**src/rtl/result_frame_tx_if.sv**
```systemverilog
// Request/acknowledge and serial-line bundle of result_frame_tx.
// The master side raises requests and supplies payload; the slave side
// (the transmitter) returns acknowledges, busy/frame_done and the UART line.
interface result_frame_tx_if;
  logic        go_success;
  logic        go_unsucces;
  logic        reconfig_ok;
  logic [31:0] gold_nonce;
  logic [7:0]  hash_frequency;
  logic        tx;
  logic        busy;
  logic        ack_success;
  logic        ack_unsucces;
  logic        frame_done;

  modport master (
    output go_success, go_unsucces, reconfig_ok, gold_nonce, hash_frequency,
    input  tx, busy, ack_success, ack_unsucces, frame_done
  );

  modport slave (
    input  go_success, go_unsucces, reconfig_ok, gold_nonce, hash_frequency,
    output tx, busy, ack_success, ack_unsucces, frame_done
  );
endinterface

```
**src/rtl/result_frame_tx.sv**
```systemverilog
// result_frame_tx: miner-to-host response transmitter (clk_25 domain).
// Sends SUCCESS (55 n0 n1 n2 n3 chk), RECONFIG (5A hf chk) and UNSUCCESS
// (AA AA) frames on a UART line, 8N1 LSB first; chk is the XOR of all
// preceding frame bytes. host_break is a synchronous active-high reset.
// Optional build macro RESULT_FRAME_TX_PARITY_EN switches every byte to 8E1.
module result_frame_tx #(
  parameter int unsigned CLKS_PER_BIT = 217,
  parameter int unsigned GAP_CLKS     = 0
) (
  input  logic             clk_25,
  input  logic             host_break,
  result_frame_tx_if.slave bus
);

  // One timer serves bit periods and inter-byte gaps, so size it for the longer.
  localparam int unsigned TMAX = (CLKS_PER_BIT > GAP_CLKS) ? CLKS_PER_BIT : GAP_CLKS;
  localparam int unsigned TW   = (TMAX > 1) ? $clog2(TMAX) : 1;
  localparam logic [TW-1:0] BIT_LAST = TW'(CLKS_PER_BIT - 1);
  localparam logic [TW-1:0] GAP_LAST = TW'((GAP_CLKS > 0) ? GAP_CLKS - 1 : 0);

  typedef enum logic [2:0] {
    S_IDLE,
    S_START,
    S_DATA,
    S_STOP,
    S_GAP
`ifdef RESULT_FRAME_TX_PARITY_EN
    , S_PARITY
`endif
  } state_t;

  state_t          r_state, w_state_next;
  logic [TW-1:0]   r_timer;
  logic [2:0]      r_bit_idx, r_byte_idx, r_last_idx;
  logic [5:0][7:0] r_frame;
  logic            r_pending, r_tx, r_busy, r_ack_success, r_ack_unsucces, r_frame_done;

  logic            w_bit_end, w_gap_end, w_last_byte, w_req_reconfig;
  logic            w_accept, w_take_success, w_take_reconfig, w_take_unsucces;
  logic            w_frame_end, w_tx_next;
  logic [7:0]      w_cur_byte;
  logic [5:0][7:0] w_frame;
  logic [2:0]      w_last_idx;

  assign w_bit_end      = (r_timer == BIT_LAST);
  assign w_gap_end      = (r_timer == GAP_LAST);
  assign w_last_byte    = (r_byte_idx == r_last_idx);
  assign w_req_reconfig = bus.reconfig_ok | r_pending;
  assign w_cur_byte     = r_frame[r_byte_idx];

  // Next state, acceptance arbitration and the line level for the current state.
  always_comb begin
    // NOTE: every signal written here gets a default first so no path infers a latch.
    w_state_next    = r_state;
    w_accept        = 1'b0;
    w_take_success  = 1'b0;
    w_take_reconfig = 1'b0;
    w_take_unsucces = 1'b0;
    w_frame_end     = 1'b0;
    w_tx_next       = 1'b1;
    case (r_state)
      S_IDLE: begin
        if (bus.go_success || w_req_reconfig || bus.go_unsucces) begin
          w_accept     = 1'b1;
          w_state_next = S_START;
          if (bus.go_success)  w_take_success  = 1'b1;
          else if (w_req_reconfig) w_take_reconfig = 1'b1;
          else                 w_take_unsucces = 1'b1;
        end
      end
      S_START: begin
        w_tx_next = 1'b0;
        if (w_bit_end) w_state_next = S_DATA;
      end
      S_DATA: begin
        w_tx_next = w_cur_byte[r_bit_idx];
        if (w_bit_end && r_bit_idx == 3'd7) begin
`ifdef RESULT_FRAME_TX_PARITY_EN
          w_state_next = S_PARITY;
`else
          w_state_next = S_STOP;
`endif
        end
      end
`ifdef RESULT_FRAME_TX_PARITY_EN
      S_PARITY: begin
        w_tx_next = ^w_cur_byte;
        if (w_bit_end) w_state_next = S_STOP;
      end
`endif
      S_STOP: begin
        if (w_bit_end) begin
          if (w_last_byte) begin
            w_frame_end  = 1'b1;
            w_state_next = S_IDLE;
          end else if (GAP_CLKS == 0) begin
            w_state_next = S_START;
          end else begin
            w_state_next = S_GAP;
          end
        end
      end
      S_GAP: begin
        if (w_gap_end) w_state_next = S_START;
      end
      default: w_state_next = S_IDLE;
    endcase
  end

  // Frame contents for the request being accepted, checksum included.
  always_comb begin
    w_frame    = '0;
    w_last_idx = 3'd0;
    if (w_take_success) begin
      w_frame[0] = 8'h55;
      w_frame[1] = bus.gold_nonce[7:0];
      w_frame[2] = bus.gold_nonce[15:8];
      w_frame[3] = bus.gold_nonce[23:16];
      w_frame[4] = bus.gold_nonce[31:24];
      w_frame[5] = 8'h55 ^ bus.gold_nonce[7:0] ^ bus.gold_nonce[15:8]
                 ^ bus.gold_nonce[23:16] ^ bus.gold_nonce[31:24];
      w_last_idx = 3'd5;
    end else if (w_take_reconfig) begin
      w_frame[0] = 8'h5A;
      w_frame[1] = bus.hash_frequency;
      w_frame[2] = 8'h5A ^ bus.hash_frequency;
      w_last_idx = 3'd2;
    end else if (w_take_unsucces) begin
      w_frame[0] = 8'hAA;
      w_frame[1] = 8'hAA;
      w_last_idx = 3'd1;
    end
  end

  // State register.
  always_ff @(posedge clk_25) begin
    // NOTE: sequential state uses non-blocking assignments so all registers see pre-edge values.
    if (host_break) r_state <= S_IDLE;
    else            r_state <= w_state_next;
  end

  // Timers, indices, pending reconfig and registered outputs.
  always_ff @(posedge clk_25) begin
    if (host_break) begin
      r_timer        <= '0;
      r_bit_idx      <= 3'd0;
      r_byte_idx     <= 3'd0;
      r_last_idx     <= 3'd0;
      r_pending      <= 1'b0;
      r_tx           <= 1'b1;
      r_busy         <= 1'b0;
      r_ack_success  <= 1'b0;
      r_ack_unsucces <= 1'b0;
      r_frame_done   <= 1'b0;
    end else begin
      if (r_state == S_IDLE || w_state_next != r_state) r_timer <= '0;
      else                                              r_timer <= r_timer + TW'(1);

      // Eight bits per byte, so the 3-bit index wraps back to 0 by itself.
      if (r_state == S_DATA && w_bit_end) r_bit_idx <= r_bit_idx + 3'd1;

      if (w_accept) begin
        r_byte_idx <= 3'd0;
        r_last_idx <= w_last_idx;
      end else if (r_state == S_STOP && w_bit_end && !w_last_byte) begin
        r_byte_idx <= r_byte_idx + 3'd1;
      end

      // Pulses arriving while one is pending merge; a pulse during a success
      // acceptance is kept for the next frame.
      r_pending      <= (r_pending | bus.reconfig_ok) & ~w_take_reconfig;
      r_tx           <= w_tx_next;
      r_ack_success  <= w_take_success;
      r_ack_unsucces <= w_take_unsucces;
      r_frame_done   <= w_frame_end;
      if (w_accept)         r_busy <= 1'b1;
      else if (w_frame_end) r_busy <= 1'b0;
    end
  end

  // Payload snapshot taken at acceptance.
  always_ff @(posedge clk_25) begin
    // NOTE: the frame buffer has no reset; it is always reloaded at acceptance before being read.
    if (w_accept) r_frame <= w_frame;
  end

  assign bus.tx           = r_tx;
  assign bus.busy         = r_busy;
  assign bus.ack_success  = r_ack_success;
  assign bus.ack_unsucces = r_ack_unsucces;
  assign bus.frame_done   = r_frame_done;

endmodule

```
**src/flat_wrapper.sv**
```systemverilog
// flat-port wrapper written by rule: the top's interface ports become plain ports
module result_frame_tx_flat 
#(
  parameter int unsigned CLKS_PER_BIT = 217,
  parameter int unsigned GAP_CLKS     = 0
)
  (clk_25, host_break, bus_go_success, bus_go_unsucces, bus_reconfig_ok, bus_gold_nonce, bus_hash_frequency, bus_tx, bus_busy, bus_ack_success, bus_ack_unsucces, bus_frame_done);
  result_frame_tx_if bus_i ();
  input  logic clk_25;
  input  logic host_break;
  input wire logic [$bits(bus_i.go_success)-1:0] bus_go_success;
  input wire logic [$bits(bus_i.go_unsucces)-1:0] bus_go_unsucces;
  input wire logic [$bits(bus_i.reconfig_ok)-1:0] bus_reconfig_ok;
  input wire logic [$bits(bus_i.gold_nonce)-1:0] bus_gold_nonce;
  input wire logic [$bits(bus_i.hash_frequency)-1:0] bus_hash_frequency;
  output wire logic [$bits(bus_i.tx)-1:0] bus_tx;
  output wire logic [$bits(bus_i.busy)-1:0] bus_busy;
  output wire logic [$bits(bus_i.ack_success)-1:0] bus_ack_success;
  output wire logic [$bits(bus_i.ack_unsucces)-1:0] bus_ack_unsucces;
  output wire logic [$bits(bus_i.frame_done)-1:0] bus_frame_done;
  assign bus_i.go_success = bus_go_success;
  assign bus_i.go_unsucces = bus_go_unsucces;
  assign bus_i.reconfig_ok = bus_reconfig_ok;
  assign bus_i.gold_nonce = bus_gold_nonce;
  assign bus_i.hash_frequency = bus_hash_frequency;
  assign bus_tx = bus_i.tx;
  assign bus_busy = bus_i.busy;
  assign bus_ack_success = bus_i.ack_success;
  assign bus_ack_unsucces = bus_i.ack_unsucces;
  assign bus_frame_done = bus_i.frame_done;
  result_frame_tx #(.CLKS_PER_BIT(CLKS_PER_BIT), .GAP_CLKS(GAP_CLKS)) u_core (.clk_25(clk_25), .host_break(host_break), .bus(bus_i));
endmodule
```
**config.mk**
```make
export PLATFORM = sky130hd
export DESIGN_NAME = result_frame_tx_flat
export DESIGN_NICKNAME = d
export VERILOG_FILES = /design/src/rtl/result_frame_tx_if.sv /design/src/rtl/result_frame_tx.sv /design/src/flat_wrapper.sv
export SDC_FILE = /design/constraint.sdc
export NUM_CORES = 1
export LEC_CHECK = 0
export BUFFER_PORTS_ARGS = -buffer_cell sky130_fd_sc_hd__buf_2
export CORE_MARGIN = 1.5
export CORE_UTILIZATION = 55
export CTS_BUF_LIST = sky130_fd_sc_hd__clkbuf_4 sky130_fd_sc_hd__clkbuf_8
export DETAILED_ROUTE_END_ITERATION = 16
export HOLD_SLACK_MARGIN = 0.15
export PLACE_DENSITY = 0.74
export SLEW_MARGIN = 20
export SYNTH_ARGS = -nofsm -noshare
export SYNTH_HDL_FRONTEND = slang
export SYNTH_SLANG_ARGS = --single-unit
```
**constraint.sdc**
```tcl
create_clock -name clk_25 -period 4.9 [get_ports clk_25]
set_input_delay 1.225 -clock clk_25 [delete_from_list [all_inputs] [get_ports clk_25]]
set_output_delay 1.225 -clock clk_25 [all_outputs]
set_load 0.01 [all_outputs]
```
==> impl_metrics.csv <==
group,metric,value,unit
outcome,outcome,"completed",
finish,nets,403,
finish,diodes,0,
clock_network,cts_tree,"built",
hold_path,hold_path_class,"reg -> reg",
timing,hold_violations,0,
yosys,syn_area_per_cell,11.6,µm²
yosys,postSynthCellCount,307,
clock_network,cts_sinks,70,
place,port_buffers,49,
critical_path,worst_setup_path_start_kind,"primary input",
yosys,yosysSeqAreaShare,0.517,
finish,design_area,0.00404,mm²
clock_network,htree_num_levels,3,
route,vias_per_cell,5.77,
floorplan,die_y,83.5,µm
timing,rsz0062_at_grt,"false",
clock_network,clk_pin_slew,0.07,ns
route,wire_per_inst,16.8,µm
timing,clock.fmax,376,MHz
job,cap_violations,0,
finish,multi_input_area,0.00161,mm²
critical_path,cp-end-kind,"register",
route,m1WireLength,3.33,mm
yosys,synthTopCellsByArea,"edfxtp_1 37%, dfxtp_1 15%, xnor2_1 5.4%, mux4_2 5.1%, xor2_1 3.7%",
clock_network,clockBufferDepth,2,
finish,syn_to_final_growth,13.4,%
grt,grt_pass1_wl,12.2,mm
grt,grt_pass1_vias,2543,
yosys,syn_nets,357,
clock_network,ctsResizeCount,0,
yosys,synth_top_area_cell,"edfxtp_1",
timing,tns,0,ns
finish,fill_cells,517,
finish,final_common_cell,"buf_2",
route,drc,0,
route,route.met2.wl,3.39,mm
critical_path,rrSetupSlack,2.73,ns
yosys,synth_top_area_share,0.371,
timing,setup_viol,0,
critical_path,cp.arrival,2.86,ns
floorplan,die_width,83.5,µm
route,met3_length,421,µm
place,place_hpwl,5.29,mm
timing,drv_slew,0,
power_and_ir_drop,ir_drop,0.190,mV
yosys,synth_cell_types,50,
clock_network,clk_latency,0.34,ns
floorplan,pin_count,50,
finish,final_cell_mix,"49 x buf_2, 44 x edfxtp_1, 26 x dfxtp_1, 25 x nor2_1, 22 x xnor2_1",
yosys,netlist_area,0.00356,mm²
clock_network,cts_setup_buffers,0,
yosys,ys_ff_latch,70,
place,routabilityCongestion,0.827,
timing,worst_pin_slew,0.883,ns
grt,overflow,0,
power_and_ir_drop,power.density,333,mW/mm²
critical_path,path_max_fanout,20,
grt,grt_usage,0.229,
finish,seqCellArea,0.00184,mm²
yosys,synth_edf_count,44,
timing,min_period_over_period,0.542,
place,placed_cell_area,0.00383,mm²
floorplan,placementRows,29,
route,routed.top_layer,"met4",
timing,finClkSkew,0.00773,ns
floorplan,die-area,0.00696,mm²
power_and_ir_drop,leakagePower,1.61,nW
route,wirelength,7.31,mm
finish,drive_gt1_frac,0.279,
timing,period_needed,2.66,ns
route,first_iter_violations,273,
route,ant_nets,0,
finish,fin_util,0.639,
yosys,async_flop_share,0,
yosys,yosys_most_used_dff,"edfxtp_1",
timing,relSlewSlack,0.410,
route,dr.pass1.iters,4,
critical_path,cp_data_required_time,5.10,ns
critical_path,critical_path_class,"in -> reg",
floorplan,core,0.00631,mm²
clock_network,cts_buffers,9,
grt,grt_max_degree,50,
floorplan,start_util,0.564,
clock_network,ctsHoldBuffers,0,
route,vias,2511,
yosys,ys_warn_count,0,
grt,grt_antenna_before_repair,0,
power_and_ir_drop,finalPower,0.00135,W
clock_network,cts_root_buffer,"clkbuf_8",
==> per-layer routing <==
layer | vias up | track usage
li1 | 1208 | -
met1 | 1209 | 0.313
met2 | 80 | 0.358
met3 | 14 | 0.0415
met4 | 0 | 0.104
met5 | - | 0
==> final cells by class <==
| type | count | area share |
|---|---|---|
| clock buffer | 12 | 0.0378 |
| clock inverter | 4 | 0.0118 |
| inverter | 7 | 0.00651 |
| multi-input combinational | 214 | 0.399 |
| sequential | 70 | 0.456 |
| tap | 77 | 0.0239 |
| timing repair buffer | 51 | 0.0645 |
==> path summary, 6_finish.rpt <==
path / from / to / depth (start not counted)
worst min-delay path: u_core.r_timer[0] / u_core.r_timer[0] / 1
worst max-delay path: bus_go_success / u_core.r_frame[15] / 4
worst max register to register: u_core.r_state[1] / u_core.r_frame[15] / 3
worst min register to register: u_core.r_timer[0] / u_core.r_timer[0] / 1
==> state kept, by name (all words and copies together), names as in the netlist <==
name                     cells
u_core.bus.tx                1
u_core.r_timer               8
u_core.bus.frame_done        1
u_core.r_byte_idx            3
u_core.r_pending             1
u_core.r_frame              44
u_core.bus.ack_unsucces      1
u_core.bus.ack_success       1
u_core.r_state               3
u_core.bus.busy              1
u_core.r_bit_idx             3
u_core.r_last_idx            3
==> worst max-delay path: stages <==
cell,delay (ns)
buf_2,0.23
nor4_2,0.37
nor2b_1,0.77
a221o_1,0.27
==> power breakdown <==
group / switching [W] / internal [W] / total (W)
combinational: 0.0000926 / 0.0000734 / 0.000166
clock: 0.000211 / 0.000259 / 0.000469
sequential: 0.0000192 / 0.000691 / 0.000710
total: 0.000322 / 0.00102 / 0.00135
==> synth_stat cells (6+ instances only) <==
master / number
edfxtp_1: 44
dfxtp_1: 26
nor2_1: 25
xnor2_1: 22
nand2_1: 19
and3_1: 18
nand3_1: 15
xor2_1: 15
a22o_1: 9
nor2_2: 9
mux4_2: 8
clkbuf_1: 7
buf_2: 6
inv_1: 6
nand2b_1: 6
nor3_1: 6
==> per-stage QoR <==
step                hold WS [ns]  cells  setup WS, ns
floorplan                  0.459    307          2.21
global placement           0.485    419          1.97
detailed placement         0.489    419          1.92
CTS                        0.502    435          2.28
global route               0.519    435          2.19
finish                     0.499    435          2.24
==> cell families (layout without fill, tap and decap cells) <==
kind of cell / count (synthesis) / count (layout) / share of synthesized area
xor gates and xnor gates: 37 / 37 / 0.0910
muxes: 11 / 11 / 0.0591
DFF: 70 / 70 / 0.517
adders and majority gates: 5 / 5 / 0.0176
AOI/OAI and AO/OA: 36 / 36 / 0.0742
buffers and inverters: 23 / 74 / 0.0316
and+or+nand+nor: 125 / 125 / 0.209
Power figures use the tool's default switching activity.
